**config.mk**
```make
export PLATFORM = sky130hd
export DESIGN_NAME = fixed_float_pipe
export DESIGN_NICKNAME = d
export VERILOG_FILES = /design/src/rtl/fixed_float_pipe.sv
export SDC_FILE = /design/constraint.sdc
export NUM_CORES = 1
export LEC_CHECK = 0
export CORE_MARGIN = 4
export CORE_UTILIZATION = 25
export CTS_CLUSTER_SIZE = 30
export DETAILED_ROUTE_END_ITERATION = 6
export PLACE_DENSITY = 0.46
export SYNTH_ARGS = -nofsm -noshare
export SYNTH_HDL_FRONTEND = slang
export SYNTH_SLANG_ARGS = --single-unit
```
**constraint.sdc**
```tcl
create_clock -name clk -period 4.5 [get_ports clk]
set_input_delay 0.9 -clock clk [delete_from_list [all_inputs] [get_ports clk]]
set_output_delay 0.9 -clock clk [all_outputs]
set_load 0.03 [all_outputs]
```
**src/rtl/fixed_float_pipe.sv**
```systemverilog
// ============================================================================
//  Module      : fixed_float_pipe
//  Description : Pipelined signed fixed-point <-> IEEE-754 single converter
//                with valid/ready backpressure, RNE rounding and saturation.
//  Revision    : 1.0 - initial pipelined release
// ============================================================================
`default_nettype none

module fixed_float_pipe #(
  parameter int FIX_W = 32,
  parameter int POS_W = 5,
  parameter int TAG_W = 4
) (
  input  logic             clk,
  input  logic             rst,
  input  logic             in_valid,
  output logic             in_ready,
  input  logic             opcode,
  input  logic [31:0]      targetnumber,
  input  logic [POS_W-1:0] fixpointpos,
  input  logic [TAG_W-1:0] in_tag,
  output logic             out_valid,
  input  logic             out_ready,
  output logic [31:0]      result,
  output logic [TAG_W-1:0] out_tag,
  output logic             flag_inexact,
  output logic             flag_overflow,
  output logic             flag_invalid
);

  localparam logic [31:0]        c_fix_w   = 32'(FIX_W);
  localparam logic [4:0]         c_pos_max = 5'(FIX_W - 1);
  localparam logic signed [9:0]  c_top     = 10'(FIX_W - 1);
  localparam logic [31:0]        c_min_mag = 32'd1 << (FIX_W - 1);

  logic w_advance;
  assign w_advance = !out_valid || out_ready;
  assign in_ready  = w_advance;

  // ---------------- operand capture ----------------
  logic [31:0] w_pos_ext;
  logic [4:0]  w_pos_clamped;
  assign w_pos_ext     = 32'(fixpointpos);
  assign w_pos_clamped = (w_pos_ext >= c_fix_w) ? c_pos_max : w_pos_ext[4:0];

  logic             r_v0, r_op0;
  logic [31:0]      r_num0;
  logic [4:0]       r_pos0;
  logic [TAG_W-1:0] r_tag0;

  always_ff @(posedge clk or negedge rst) begin
    if (!rst) begin
      r_v0   <= 1'b0;
      r_op0  <= 1'b0;
      r_num0 <= '0;
      r_pos0 <= '0;
      r_tag0 <= '0;
    end else if (w_advance) begin
      r_v0   <= in_valid;
      r_op0  <= opcode;
      r_num0 <= targetnumber;
      r_pos0 <= w_pos_clamped;
      r_tag0 <= in_tag;
    end
  end

  // ---------------- stage 1: sign/magnitude or float decode ----------------
  logic [FIX_W-1:0] w_fix, w_mag;
  logic             w_fix_neg;
  assign w_fix     = r_num0[FIX_W-1:0];
  assign w_fix_neg = w_fix[FIX_W-1];
  // The most negative value negates onto itself, which is the correct unsigned magnitude.
  assign w_mag     = w_fix_neg ? -w_fix : w_fix;

  logic             r_v1, r_op1, r_sign1;
  logic [4:0]       r_pos1;
  logic [TAG_W-1:0] r_tag1;
  logic [31:0]      r_mag1;
  logic [7:0]       r_exp1;
  logic [23:0]      r_sig1;

  always_ff @(posedge clk or negedge rst) begin
    if (!rst) begin
      r_v1    <= 1'b0;
      r_op1   <= 1'b0;
      r_sign1 <= 1'b0;
      r_pos1  <= '0;
      r_tag1  <= '0;
      r_mag1  <= '0;
      r_exp1  <= '0;
      r_sig1  <= '0;
    end else if (w_advance) begin
      r_v1    <= r_v0;
      r_op1   <= r_op0;
      r_sign1 <= r_op0 ? r_num0[31] : w_fix_neg;
      r_pos1  <= r_pos0;
      r_tag1  <= r_tag0;
      r_mag1  <= 32'(w_mag);
      r_exp1  <= r_num0[30:23];
      r_sig1  <= {(r_num0[30:23] != 8'd0), r_num0[22:0]};
    end
  end

  // ---------------- stage 2: leading-one align / significand shift ----------------
  logic [4:0]  w_p;
  logic        w_nz;
  logic [31:0] w_al;
  logic [7:0]  w_fexp;

  always_comb begin
    w_p = 5'd0;
    for (int i = 0; i < 32; i++) begin
      if (r_mag1[i]) w_p = 5'(i);
    end
  end

  assign w_nz   = |r_mag1;
  assign w_al   = r_mag1 << (5'd31 - w_p);
  assign w_fexp = 8'd127 + {3'd0, w_p} - {3'd0, r_pos1};

  logic signed [9:0] w_shift;
  logic [54:0]       w_t;
  logic [31:0]       w_imag;
  logic              w_ix, w_nan, w_ovf;

  assign w_shift = $signed({2'b00, r_exp1}) - 10'sd127 + $signed({5'd0, r_pos1});
  assign w_t     = {31'd0, r_sig1} << w_shift[4:0];

  always_comb begin
    w_imag = '0;
    w_ix   = 1'b0;
    w_nan  = 1'b0;
    w_ovf  = 1'b0;
    if (r_exp1 == 8'hFF) begin
      if (r_sig1[22:0] != 23'd0) w_nan = 1'b1;
      else                       w_ovf = 1'b1;
    end else if (r_exp1 == 8'd0) begin
      w_ix = |r_sig1[22:0];
    end else if (w_shift < 10'sd0) begin
      w_ix = 1'b1;
    end else if (w_shift < c_top) begin
      w_imag = w_t[54:23];
      w_ix   = |w_t[22:0];
    end else if (w_shift == c_top && r_sig1[22:0] == 23'd0 && r_sign1) begin
      // Exactly the most negative representable value: no saturation needed.
      w_imag = c_min_mag;
    end else begin
      w_ovf = 1'b1;
    end
  end

  logic             r_v2, r_op2, r_sign2, r_zero2, r_ix2, r_nan2, r_ovf2;
  logic [TAG_W-1:0] r_tag2;
  logic [31:0]      r_val2;
  logic [7:0]       r_fexp2;

  always_ff @(posedge clk or negedge rst) begin
    if (!rst) begin
      r_v2    <= 1'b0;
      r_op2   <= 1'b0;
      r_sign2 <= 1'b0;
      r_zero2 <= 1'b0;
      r_ix2   <= 1'b0;
      r_nan2  <= 1'b0;
      r_ovf2  <= 1'b0;
      r_tag2  <= '0;
      r_val2  <= '0;
      r_fexp2 <= '0;
    end else if (w_advance) begin
      r_v2    <= r_v1;
      r_op2   <= r_op1;
      r_sign2 <= r_sign1;
      r_zero2 <= !w_nz;
      r_ix2   <= w_ix;
      r_nan2  <= w_nan;
      r_ovf2  <= w_ovf;
      r_tag2  <= r_tag1;
      r_val2  <= r_op1 ? w_imag : w_al;
      r_fexp2 <= w_fexp;
    end
  end

  // ---------------- stage 3: rounding, packing, saturation ----------------
  logic [22:0] w_mant;
  logic        w_guard, w_sticky, w_rup;
  logic [23:0] w_mant_r;
  logic [7:0]  w_exp_r;
  logic [31:0] w_float;

  assign w_mant   = r_val2[30:8];
  assign w_guard  = r_val2[7];
  assign w_sticky = |r_val2[6:0];
  assign w_rup    = w_guard && (w_sticky || w_mant[0]);
  assign w_mant_r = {1'b0, w_mant} + {23'd0, w_rup};
  assign w_exp_r  = r_fexp2 + {7'd0, w_mant_r[23]};
  assign w_float  = r_zero2 ? 32'd0 : {r_sign2, w_exp_r, w_mant_r[22:0]};

  logic [FIX_W-1:0] w_sfix, w_sat, w_fres;
  logic [31:0]      w_fres32;

  assign w_sfix = r_sign2 ? -r_val2[FIX_W-1:0] : r_val2[FIX_W-1:0];
  assign w_sat  = r_sign2 ? {1'b1, {(FIX_W-1){1'b0}}} : {1'b0, {(FIX_W-1){1'b1}}};
  assign w_fres = r_nan2 ? '0 : (r_ovf2 ? w_sat : w_sfix);

  generate
    if (FIX_W < 32) begin : g_sext
      assign w_fres32 = {{(32-FIX_W){w_fres[FIX_W-1]}}, w_fres};
    end else begin : g_full
      assign w_fres32 = w_fres;
    end
  endgenerate

  always_ff @(posedge clk or negedge rst) begin
    if (!rst) begin
      out_valid     <= 1'b0;
      result        <= '0;
      out_tag       <= '0;
      flag_inexact  <= 1'b0;
      flag_overflow <= 1'b0;
      flag_invalid  <= 1'b0;
    end else if (w_advance) begin
      out_valid     <= r_v2;
      result        <= r_op2 ? w_fres32 : w_float;
      out_tag       <= r_tag2;
      flag_inexact  <= r_op2 ? r_ix2 : (!r_zero2 && (w_guard || w_sticky));
      flag_overflow <= r_op2 && r_ovf2;
      flag_invalid  <= r_op2 && r_nan2;
    end
  end

endmodule

`default_nettype wire

```
# [Word-level counts from Yosys, hierarchy flattened]
# Cells that the tools add are included.
# Widths: inputs -> output; s select.
[word_totals] out_inout_bits=41 elab_cells=123 in_bits=46 ff_bits=210
[op_classes] eq_ne=2 n_shift=2 mux=58 order_cmp=3 n_reduce_logical=20 addsub=9
[ops] operator="$mux 32" count=13
[ops] operator="$mux 5" count=31
[ops] operator="$neg 32->32" count=2
[ops] operator="$shl 24x5->55" count=1
[ops] operator="$reduce_or 23->1" count=2
[ops] operator="$reduce_or 32->1" count=1
[ops] operator="$shl 32x5->32" count=1
[ops] operator="$add 23x1->24" count=1
[ops] operator="$logic_not 23->1" count=1
[ops] operator="$reduce_bool 23->1" count=1
[ops] operator="$mux 1" count=14
[ops] operator="$add 9x6->10" count=1
[ops] operator="$eq 10x6->1 const B" count=1
[ops] operator="$lt 10x1->1 const B" count=1
[ops] operator="$lt 10x6->1 const B" count=1
[ops] operator="$sub 8x7->9 const B" count=1
[ops] operator="$add 7x5->8 const A" count=1
[ops] operator="$add 8x1->8" count=1
[ops] operator="$eq 8x8->1 const B" count=1
[ops] operator="$logic_not 8->1" count=1
[ops] operator="$reduce_bool 8->1" count=1
[ops] operator="$sub 8x5->8" count=1
[ops] operator="$reduce_or 7->1" count=1
[ops] operator="$ge 5x6->1 const B" count=1
[ops] operator="4 further kinds" count=13

# [Longest topological paths before layout]
# Gate-level depths: netlist of the first run.
[depth] word_depth=34 ltp_mapped=17 ltp_nobuf=13

# [Worst setup path after synthesis of the first run]
# No wires, ideal clock.
[synth_path] path_type="reg2reg" startpoint="register r_exp1[0]" endpoint="register r_ix2" path_buffers=3 path_stages_with_launch=17 setup_time_ns=0.125 required_time_ns=4.375 arrival_ns=3.762 period_less_slack_ns=3.886 setup_slack_ns=0.614 cell_sequence="dfrtp_1 -> inv_1 -> ha_1 -> inv_1 -> fa_1 -> clkbuf_1 -> buf_1 -> buf_2 -> mux2i_1 -> nand2_1 -> o21ai_0 -> nor2_1 -> a2111oi_0 -> nand4_1 -> o311ai_0 -> a21oi_1 -> mux2_2"
[synth_between] elab_chain_cells=8 word_cells_on_any_way=12 cone_classes="2 x add/sub; 2 x order compare; 1 x eq/ne; 1 x shift; 4 x mux; 2 x reduce/logical"
[synth_rtl] item="from (decl)" line_no="79" text="logic [7:0] r_exp1;"
[synth_rtl] item="from (signal assigned)" line_no="99" text="r_exp1 <= r_num0[30:23];"
[synth_rtl] item="$sub 8x7->9" line_no="126" text="assign w_shift = $signed({2'b00, r_exp1}) - 10'sd127 + $signed({5'd0, r_pos1});"
[synth_rtl] item="$add 9x6->10" line_no="126"
[synth_rtl] item="$shl 24x5->55" line_no="127" text="assign w_t = {31'd0, r_sig1} << w_shift[4:0];"
[synth_rtl] item="$reduce_or 23->1" line_no="143" text="w_ix = |w_t[22:0];"
[synth_rtl] item="$mux 1" line_no="141" text="end else if (w_shift < c_top) begin"
[synth_rtl] item="$mux 1" line_no="139" text="end else if (w_shift < 10'sd0) begin"
[synth_rtl] item="$mux 1" line_no="137" text="end else if (r_exp1 == 8'd0) begin"
[synth_rtl] item="$mux 1 (*)" line_no="134" text="if (r_exp1 == 8'hFF) begin"
[synth_rtl] item="to (signal assigned)" line_no="174" text="r_ix2 <= w_ix;"
[synth_rtl] item="to (decl)" line_no="152" text="logic r_v2, r_op2, r_sign2, r_zero2, r_ix2, r_nan2, r_ovf2;"
# Mark *: on every way between the ends. The rest lies on a longest branch, timed or not.
# A chain may end at the register's enable or synchronous reset.

# [Final worst setup path of the first run]
# Ends and elaborated chain as after synthesis.

==> results of run 1 <==
[through the flow]
step | cell area [um^2] | setup slack, ps
3_3_place_gp | 15960 | 470.4
5_1_grt | 16880 | 33.99
6_report | 16880 | 488.6
2_1_floorplan | 14320 | 613.8
3_5_place_dp | 15960 | 415.6
4_1_cts | 16880 | 357.7
[flip-flops by register name, summed over array words and instances, names as in the netlist, 4 cells and up]
signal	cells
r_fexp2	8
r_tag0	4
r_pos1	5
out_tag	4
r_num0	32
r_exp1	8
r_val2	32
result	32
r_mag1	32
r_tag2	4
r_sig1	23
r_pos0	5
r_tag1	4
[logic make-up (layout without fill, tap and decap cells)]
kind of cell,count (synthesis),after routing,share of synthesized area
AND/OR/NAND/NOR,795,795,0.2434
AO/OA/AOI/OAI,397,397,0.1861
flip-flops,209,209,0.3652
buffers and inverters,163,202,0.04447
multiplexers,122,122,0.09785
XOR/XNOR,73,73,0.04464
adder cells (fa/ha/maj),20,20,0.01835
[cells in the final DEF, fill, tap and decap left out, types with 17 or more instances in the layout]
cell | Yosys | routed
a21oi_1 | 56 | 56
o21ai_0 | 119 | 119
o31ai_1 | 22 | 22
o21a_1 | 19 | 19
dfrtp_1 | 209 | 209
mux2_2 | 24 | 24
xnor2_1 | 27 | 26
nor3_1 | 46 | 46
nor2_1 | 147 | 146
clkbuf_16 | 0 | 26
nand2_1 | 431 | 431
xor2_1 | 46 | 44
ha_1 | 17 | 17
a221oi_1 | 35 | 35
clkdlybuf4s50_1 | 0 | 85
nor4_1 | 21 | 21
mux2i_1 | 86 | 86
a31oi_1 | 17 | 17
buf_4 | 0 | 36
inv_1 | 28 | 27
nand3_1 | 40 | 40
[worst min-delay path by stage]
stage / from / endpoint / slack (ps) / cells past startpoint
after detailed placement: r_v2$_DFFE_PN0P_ / out_valid$_DFFE_PN0P_ / 450 / 1
after global placement: r_v2$_DFFE_PN0P_ / r_v2$_DFFE_PN0P_ / 450 / 2
after global routing: rst / result[11]$_DFFE_PN0P_ / 380 / 1
after CTS: rst / result[11]$_DFFE_PN0P_ / 360 / 1
after floorplan: r_v2$_DFFE_PN0P_ / r_v2$_DFFE_PN0P_ / 430 / 2
final: rst / result[11]$_DFFE_PN0P_ / 340 / 1
[routing by layer]
metal | wire, um | up-vias
li1 | - | 6380
met1 | 23860 | 6489
met2 | 22480 | 351
met3 | 2038 | 90
met4 | 1845 | 0
met5 | 0 | -
[worst max-delay path: stages, from the launching register on]
cell      delay [ps]
dfrtp_1          390
inv_1             90
ha_1             300
inv_1             60
fa_1             680
buf_4            320
mux2i_1          290
mux2_2           210
mux2i_1          160
or4_1            440
o21ai_0           80
nand4b_1         120
o311ai_0         340
a21oi_1          120
mux2_2           270
[timing repair]
item / CTS / global route
endpoints found under the setup margin: 0 / 1
endpoints found under the hold margin: 0 / 0
resized for setup: 0 / 2
[area by class of cell]
class                           count  area [um^2]
Fill cell                        6161        39720
Multi-Input combinational cell   1407         8493
Sequential cell                   209         5230
Timing Repair Buffer              124         1176
Tap cell                          756        945.9
Clock buffer                       37        732.0
Clock inverter                      9        181.4
Inverter                           32        125.1
==> out/metrics.csv, run 1 <==
metric,value,unit
Core ar.,0.05660,mm^2
Overflow after GRT,0,
min cycle time layout,4011,ps
Layout Nets,1865,
Hold Path Class,in2async,
met1 GRT Util,0.2296,
total die area,0.06118,mm^2
CP endpoint kind,flop,
Max Root-Sink Buffers,3,
RePlAce Congestion,0.8670,
final core utilization,0.2983,
Ant. Diodes,0,
IO Pins,87,
Fin Hold WS,336.8,ps
number of global-route vias before repair,12933,
"Setup violations, final",0,
CTS sink cnt,209,
Max Fanout on Critical Path,20,
Synth top area share,0.3652,
grt met2 use,0.2538,
Synth-to-Final Area Change,17.89,%
status,completed,
R2R cell count,14,
initial antenna violation count,0,
Mapped Cells,1779,
H-tree levels,1,
Die H,247.3,um
CTS tree,done,
Routed WL,50.22,mm
Final Cycle Share,0.8914,
root buffer cell,clkbuf_16,
skew final,23.26,ps
critical path launch point type,flop,
"area leader, netlist",dfrtp_1,
Vias/cell,5.171,
crit path capture,r_ix2$_DFFE_PN0P_,
final cell count without fillers,2574,
DR WL/cell,19.51,um
row cnt,87,
endpoints failing hold,0,
drt drc,0,
"Clk pin slew, worst setup/hold paths",60,ps
Mapped Area,0.01432,mm^2
R2R Setup Slk,490,ps
HPWL after DPL,37.52,mm
RSZ-0062 raised after global routing,no,
first-pass GRT wire length,78.54,mm
"top cells by area, synth","dfrtp_1 37%, nand2_1 11%, mux2i_1 6.0%",
Synth warnings,0,
number of max-cap violations,0,
GRT busiest layer,met2,
CP Class,reg2reg,
Post-CTS Hold Buffers,0,
Unique masters post-synth,78,
Die W,247.3,um
largest net degree at the start of global routing,205,
Post-CTS Setup Bufs,0,
"Avg Cell Area, Syn",8.050,um^2
ANT nets after route,0,
Rel. slew slack,0.2851,
fmax,249.3,MHz
setup TNS,0,ps
GRT Overall Usage,0.1614,
synth cell count leaders,"431 x nand2_1, 209 x dfrtp_1, 147 x nor2_1",
Initial Utilization,0.2530,
most frequent cell after synthesis,nand2_1,
fraction of layout cells with a size suffix above 1,0.07756,
worst path arrival time,4440,ps
vias post-DR,13310,
Reg-to-Reg Start,r_exp1[0]$_DFFE_PN0P_,
initial drt markers,992,
Crit path required time,4930,ps
synthesized net count,1844,
Num CTS Buffers,26,
ys flop type,dfrtp_1,
"FFs w/ async S/R, synth",1.000,
GR Layer Usage met3,0.02139,
placed insts,2528,
worst slew pin tran,1072,ps
drt first pass iters,5,
Buffers on Ports,86,
"Slew Viols, Final",0,
clock latency on the worst-skew pair,560,ps
post-synthesis sequential area ratio,0.3652,
Post-synth EDFFs,0,
number of synthesized register bits,209,
critical path startpoint,r_exp1[0]$_DFFE_PN0P_,
Critical R2R Capture,r_ix2$_DFFE_PN0P_,
Power of run 1 is left out: the tool's default activity adds up to more than one toggle a clock period on the data nets, which glitch-free logic cannot reach.
==> inputs of run 2 (changes only) <==
CORE_ASPECT_RATIO = 2   (was not set)
SLEW_MARGIN = 10   (was not set)
==> run 2 against run 1 <==
  * The run now ends with DRC left
  * Cell area fell by 0.54%
  * Clock-buffer cell count fell by 4
  * Maximum frequency rose by 1.1%
  * Global-route usage rose by 2.0 points
  * Setup slack improved by 44 ps
  * Non-clock buffer count rose by 15
  * Die area rose by 0.38%
  * Wire length rose by 13%
  * Final cell count rose by 0.12%
  * Sequential cell count did not move
  * Register-to-register slack improved by 40 ps
  * Sequential share of layout area rose by 0.17 points
  * Critical endpoint is now r_val2[7]$_DFFE_PN0P_
  * Largest cell class unchanged
==> out/metrics.csv, run 2 (same netlist as run 1, synthesis figures left out) <==
metric,value,unit
Max Root-Sink Buffers,3,
Buffers on Ports,86,
Max Fanout on Critical Path,16,
Num CTS Buffers,23,
Final Cycle Share,0.8816,
Die H,346.5,um
clock latency on the worst-skew pair,540,ps
drt first pass iters,7,
first-pass GRT wire length,86.22,mm
final instance area,0.01679,mm^2
number of global-route vias before repair,13787,
worst path arrival time,4440,ps
Post-CTS Hold Buffers,0,
Crit path required time,4970,ps
"Setup violations, final",0,
Vias/cell,5.183,
metal3 WL,1.528,mm
Ant. Diodes,0,
critical path launch point type,flop,
setup TNS,0,ps
Synth-to-Final Area Change,17.26,%
min cycle time layout,3967,ps
most frequent cells in the layout,"431 x nand2_1, 209 x dfrtp_1, 146 x nor2_1, 119 x o21ai_0, 86 x mux2i_1",
Initial Utilization,0.2536,
RSZ-0062 raised after global routing,no,
initial antenna violation count,0,
status,"finished, violations left",
total die area,0.06141,mm^2
Post-CTS Setup Bufs,0,
vias post-DR,13357,
fraction of layout cells with a size suffix above 1,0.08265,
Post-DP Area,0.01608,mm^2
ANT nets after route,0,
fmax,252.1,MHz
violated checks,DRC,
IO Pins,87,
Top Layer Used,met4,
R2R Setup Slk,530,ps
Die W,177.2,um
largest net degree at the start of global routing,174,
HPWL after DPL,44.89,mm
drt drc,5,
skew final,27.34,ps
final core utilization,0.2973,
Overflow after GRT,0,
DR WL/cell,22.07,um
CP Class,reg2reg,
initial drt markers,799,
root buffer cell,clkbuf_16,
Hold Path Class,in2async,
RePlAce Congestion,0.9608,
number of max-cap violations,0,
WL met2,30.10,mm
H-tree levels,1,
Routed WL,56.88,mm
Core ar.,0.05648,mm^2
routed metal-1 wirelength,19.68,mm
Layout Nets,1877,
"Clk pin slew, worst setup/hold paths",70,ps
row cnt,123,
GRT Overall Usage,0.1811,
worst slew pin tran,1207,ps
"Slew Viols, Final",0,
"most common cell after layout, fill and taps aside",nand2_1,
post-CTS sizing,0,
Rel. slew slack,0.1939,
CP endpoint kind,flop,
CTS sink cnt,209,
CTS tree,done,
# fillers,6164,
endpoints failing hold,0,
run 2: path summary, 6_finish.rpt:
kind | cells past startpoint | from | end
setup / recovery | 12 | r_exp1[0]$_DFFE_PN0P_ | r_val2[7]$_DFFE_PN0P_
hold / removal | 1 | rst | r_ix2$_DFFE_PN0P_
setup reg to reg | 12 | r_exp1[0]$_DFFE_PN0P_ | r_val2[7]$_DFFE_PN0P_
hold reg to reg | 2 | r_v1$_DFFE_PN0P_ | r_v1$_DFFE_PN0P_
max in group asynchronous | 2 | rst | r_val2[29]$_DFFE_PN0P_
min in group clk | 2 | r_v1$_DFFE_PN0P_ | r_v1$_DFFE_PN0P_
run 2: cell type report:
class	count	area (um^2)	share of cell area
Timing Repair Buffer	139	1289	0.07675
Sequential cell	209	5230	0.3115
Clock inverter	7	63.81	0.003800
Multi-Input combinational cell	1407	8493	0.5058
Inverter	32	125.1	0.007451
Clock buffer	33	653.1	0.03889
Tap cell	750	938.4	0.05588
run 2: routing by layer:
metal,up-vias,track usage
met5,-,0
met4,0,0.1454
met3,163,0.01528
met2,369,0.3385
met1,6431,0.1786
li1,6394,-
run 2: stage by stage:
stage	setup slack (ps)	instances	hold WS [ps]
floorplan	613.8	1779	430.0
global placement	584.6	2537	443.4
detailed placement	549.1	2537	455.2
CTS	517.5	2577	424.1
global route	183.9	2577	458.5
finish	532.8	2577	384.3
run 2: worst max-delay path, stage by stage (launching register included):
cell and delay (ps):
dfrtp_1 410, ha_1 270, xor2_1 160, ha_1 390, nor2b_1 180, o31a_1 310, a2111o_1 290, nand3_1 90
a32o_1 450, nand2_1 130, nor2_1 810, o211ai_1 190, a31oi_1 210
Power of run 2 is left out for the same reason.
==> inputs of run 3 (changes only) <==
PLACE_DENSITY = 0.51   (was 0.46)
==> run 3 against run 2 <==
  * The run now ends clean
  * Critical path type unchanged
  * Final cell count rose by 0.19%
  * Via count is essentially flat
  * Clock-buffer cell count decreased by 4
  * Wire length fell by 3.4%
  * Core utilization up 0.25 points
  * Sequential share of layout area decreased by 0.26 points
==> out/metrics.csv, run 3 (same netlist as run 1, synthesis figures left out) <==
metric,value,unit
Hold Path Class,in2async,
Layout Nets,1879,
instance count on the critical path,12,
post-route setup slack,529.7,ps
Max Fanout on Critical Path,16,
fmax,251.9,MHz
number of global-route vias before repair,13619,
drt first pass iters,5,
"Clk pin slew, worst setup/hold paths",70,ps
Die W,177.2,um
CP endpoint kind,flop,
Critical Path Max Stage Delay,790,ps
most frequent cells in the layout,"431 x nand2_1, 209 x dfrtp_1, 147 x nor2_1, 119 x o21ai_0, 86 x mux2i_1",
GRT Overall Usage,0.1768,
critical path startpoint,r_exp1[0]$_DFFE_PN0P_,
initial antenna violation count,0,
ANT nets after route,0,
Rel. slew slack,0.2110,
setup TNS,0,ps
largest net degree at the start of global routing,142,
skew final,28.38,ps
post-CTS sizing,0,
HPWL after DPL,42.91,mm
initial drt markers,958,
status,completed,
CP Class,reg2reg,
Crit path required time,4940,ps
RSZ-0062 raised after global routing,no,
total die area,0.06141,mm^2
Worst Path Buf+Inv,2,
Die H,346.5,um
# fillers,6089,
CTS tree,done,
Crit path max-delay family,multiplexers,
Initial Utilization,0.2536,
Synth-to-Final Area Change,18.25,%
Crit-path slowest cell,fa_2,
RePlAce Congestion,0.9768,
Final Cycle Share,0.8823,
IO Pins,87,
vias post-DR,13355,
Routed WL,54.94,mm
R2R cell count,12,
Reg-to-Reg Start,r_exp1[0]$_DFFE_PN0P_,
H-tree levels,1,
clock latency on the worst-skew pair,550,ps
DR WL/cell,21.28,um
endpoints failing hold,0,
CP Cell Sequence,inv_1 -> ha_1 -> inv_1 -> fa_2 -> mux2_2 -> o21ai_0 -> mux2i_1 -> mux2i_1 -> nand4b_1 -> o311ai_0 -> a21oi_1 -> mux2_2,
root buffer cell,clkbuf_16,
CTS sink cnt,209,
worst slew pin tran,1183,ps
Overflow after GRT,0,
row cnt,123,
Max Root-Sink Buffers,3,
Core ar.,0.05648,mm^2
min cycle time layout,3970,ps
Post-CTS Hold Buffers,0,
drt drc,0,
number of max-cap violations,0,
first-pass GRT wire length,84.79,mm
Vias/cell,5.172,
Fin Hold WS,403.6,ps
critical path launch point type,flop,
Num CTS Buffers,23,
"Setup violations, final",0,
Buffers on Ports,86,
worst path arrival time,4410,ps
"most common cell after layout, fill and taps aside",nand2_1,
fraction of layout cells with a size suffix above 1,0.08738,
"Slew Viols, Final",0,
Post-CTS Setup Bufs,0,
pre-CTS WS,263.3,ps
run 3: cell count changes in the layout (fill, tap and decap cells not counted), sizes merged:
cell,before,now
bufinv,1,3
clkbuf,33,29
diode,0,1
buf,54,56
clkinvlp,0,3
inv,31,32
run 3: path summary, 6_finish.rpt:
kind	endpoint	slack, ps
worst max-delay path	r_ix2$_DFFE_PN0P_	530
worst max register to register	r_ix2$_DFFE_PN0P_	530
max in group asynchronous	result[27]$_DFFE_PN0P_	3180
worst min-delay path	out_tag[3]$_DFFE_PN0P_	400
min in group clk	r_v2$_DFFE_PN0P_	460
worst min register to register	r_v2$_DFFE_PN0P_	460
run 3: metal layers:
metal | track usage | vias to the layer above | share of wire
li1 | - | 6397 | -
met1 | 0.1799 | 6382 | 0.35
met2 | 0.3161 | 400 | 0.51
met3 | 0.01594 | 176 | 0.032
met4 | 0.1562 | 0 | 0.11
met5 | 0 | - | 0
run 3: cell type report:
cell class | instances | area (um^2) | area share
clock inverters | 13 | 158.9 | 0.009383
flip-flops and latches | 209 | 5230 | 0.3088
well taps | 750 | 938.4 | 0.05541
multi-input cells | 1407 | 8501 | 0.5020
inverters | 32 | 125.1 | 0.007388
diodes | 1 | 2.502 | 0.0001478
clock buffers | 29 | 638.1 | 0.03768
repair buffers | 141 | 1341 | 0.07920
run 3: through the flow:
stage | cells | cell area (um^2) | util
6_report | 2582 | 16940 | 0.2998
3_5_place_dp | 2539 | 16130 | 0.2856
5_1_grt | 2581 | 16930 | 0.2998
2_1_floorplan | 1779 | 14320 | -
4_1_cts | 2581 | 16930 | 0.2997
3_3_place_gp | 2539 | 16130 | 0.2855
run 3: worst register-to-register path: cells and delay by family (launching register included):
kind / cells / cell delay (ps)
adder cells (fa/ha/maj): 2 / 1110
AND/OR/NAND/NOR: 1 / 170
multiplexers: 4 / 1130
flip-flops: 1 / 400
AO/OA/AOI/OAI: 3 / 880
buffers and inverters: 2 / 160
Power of run 3 is left out for the same reason.
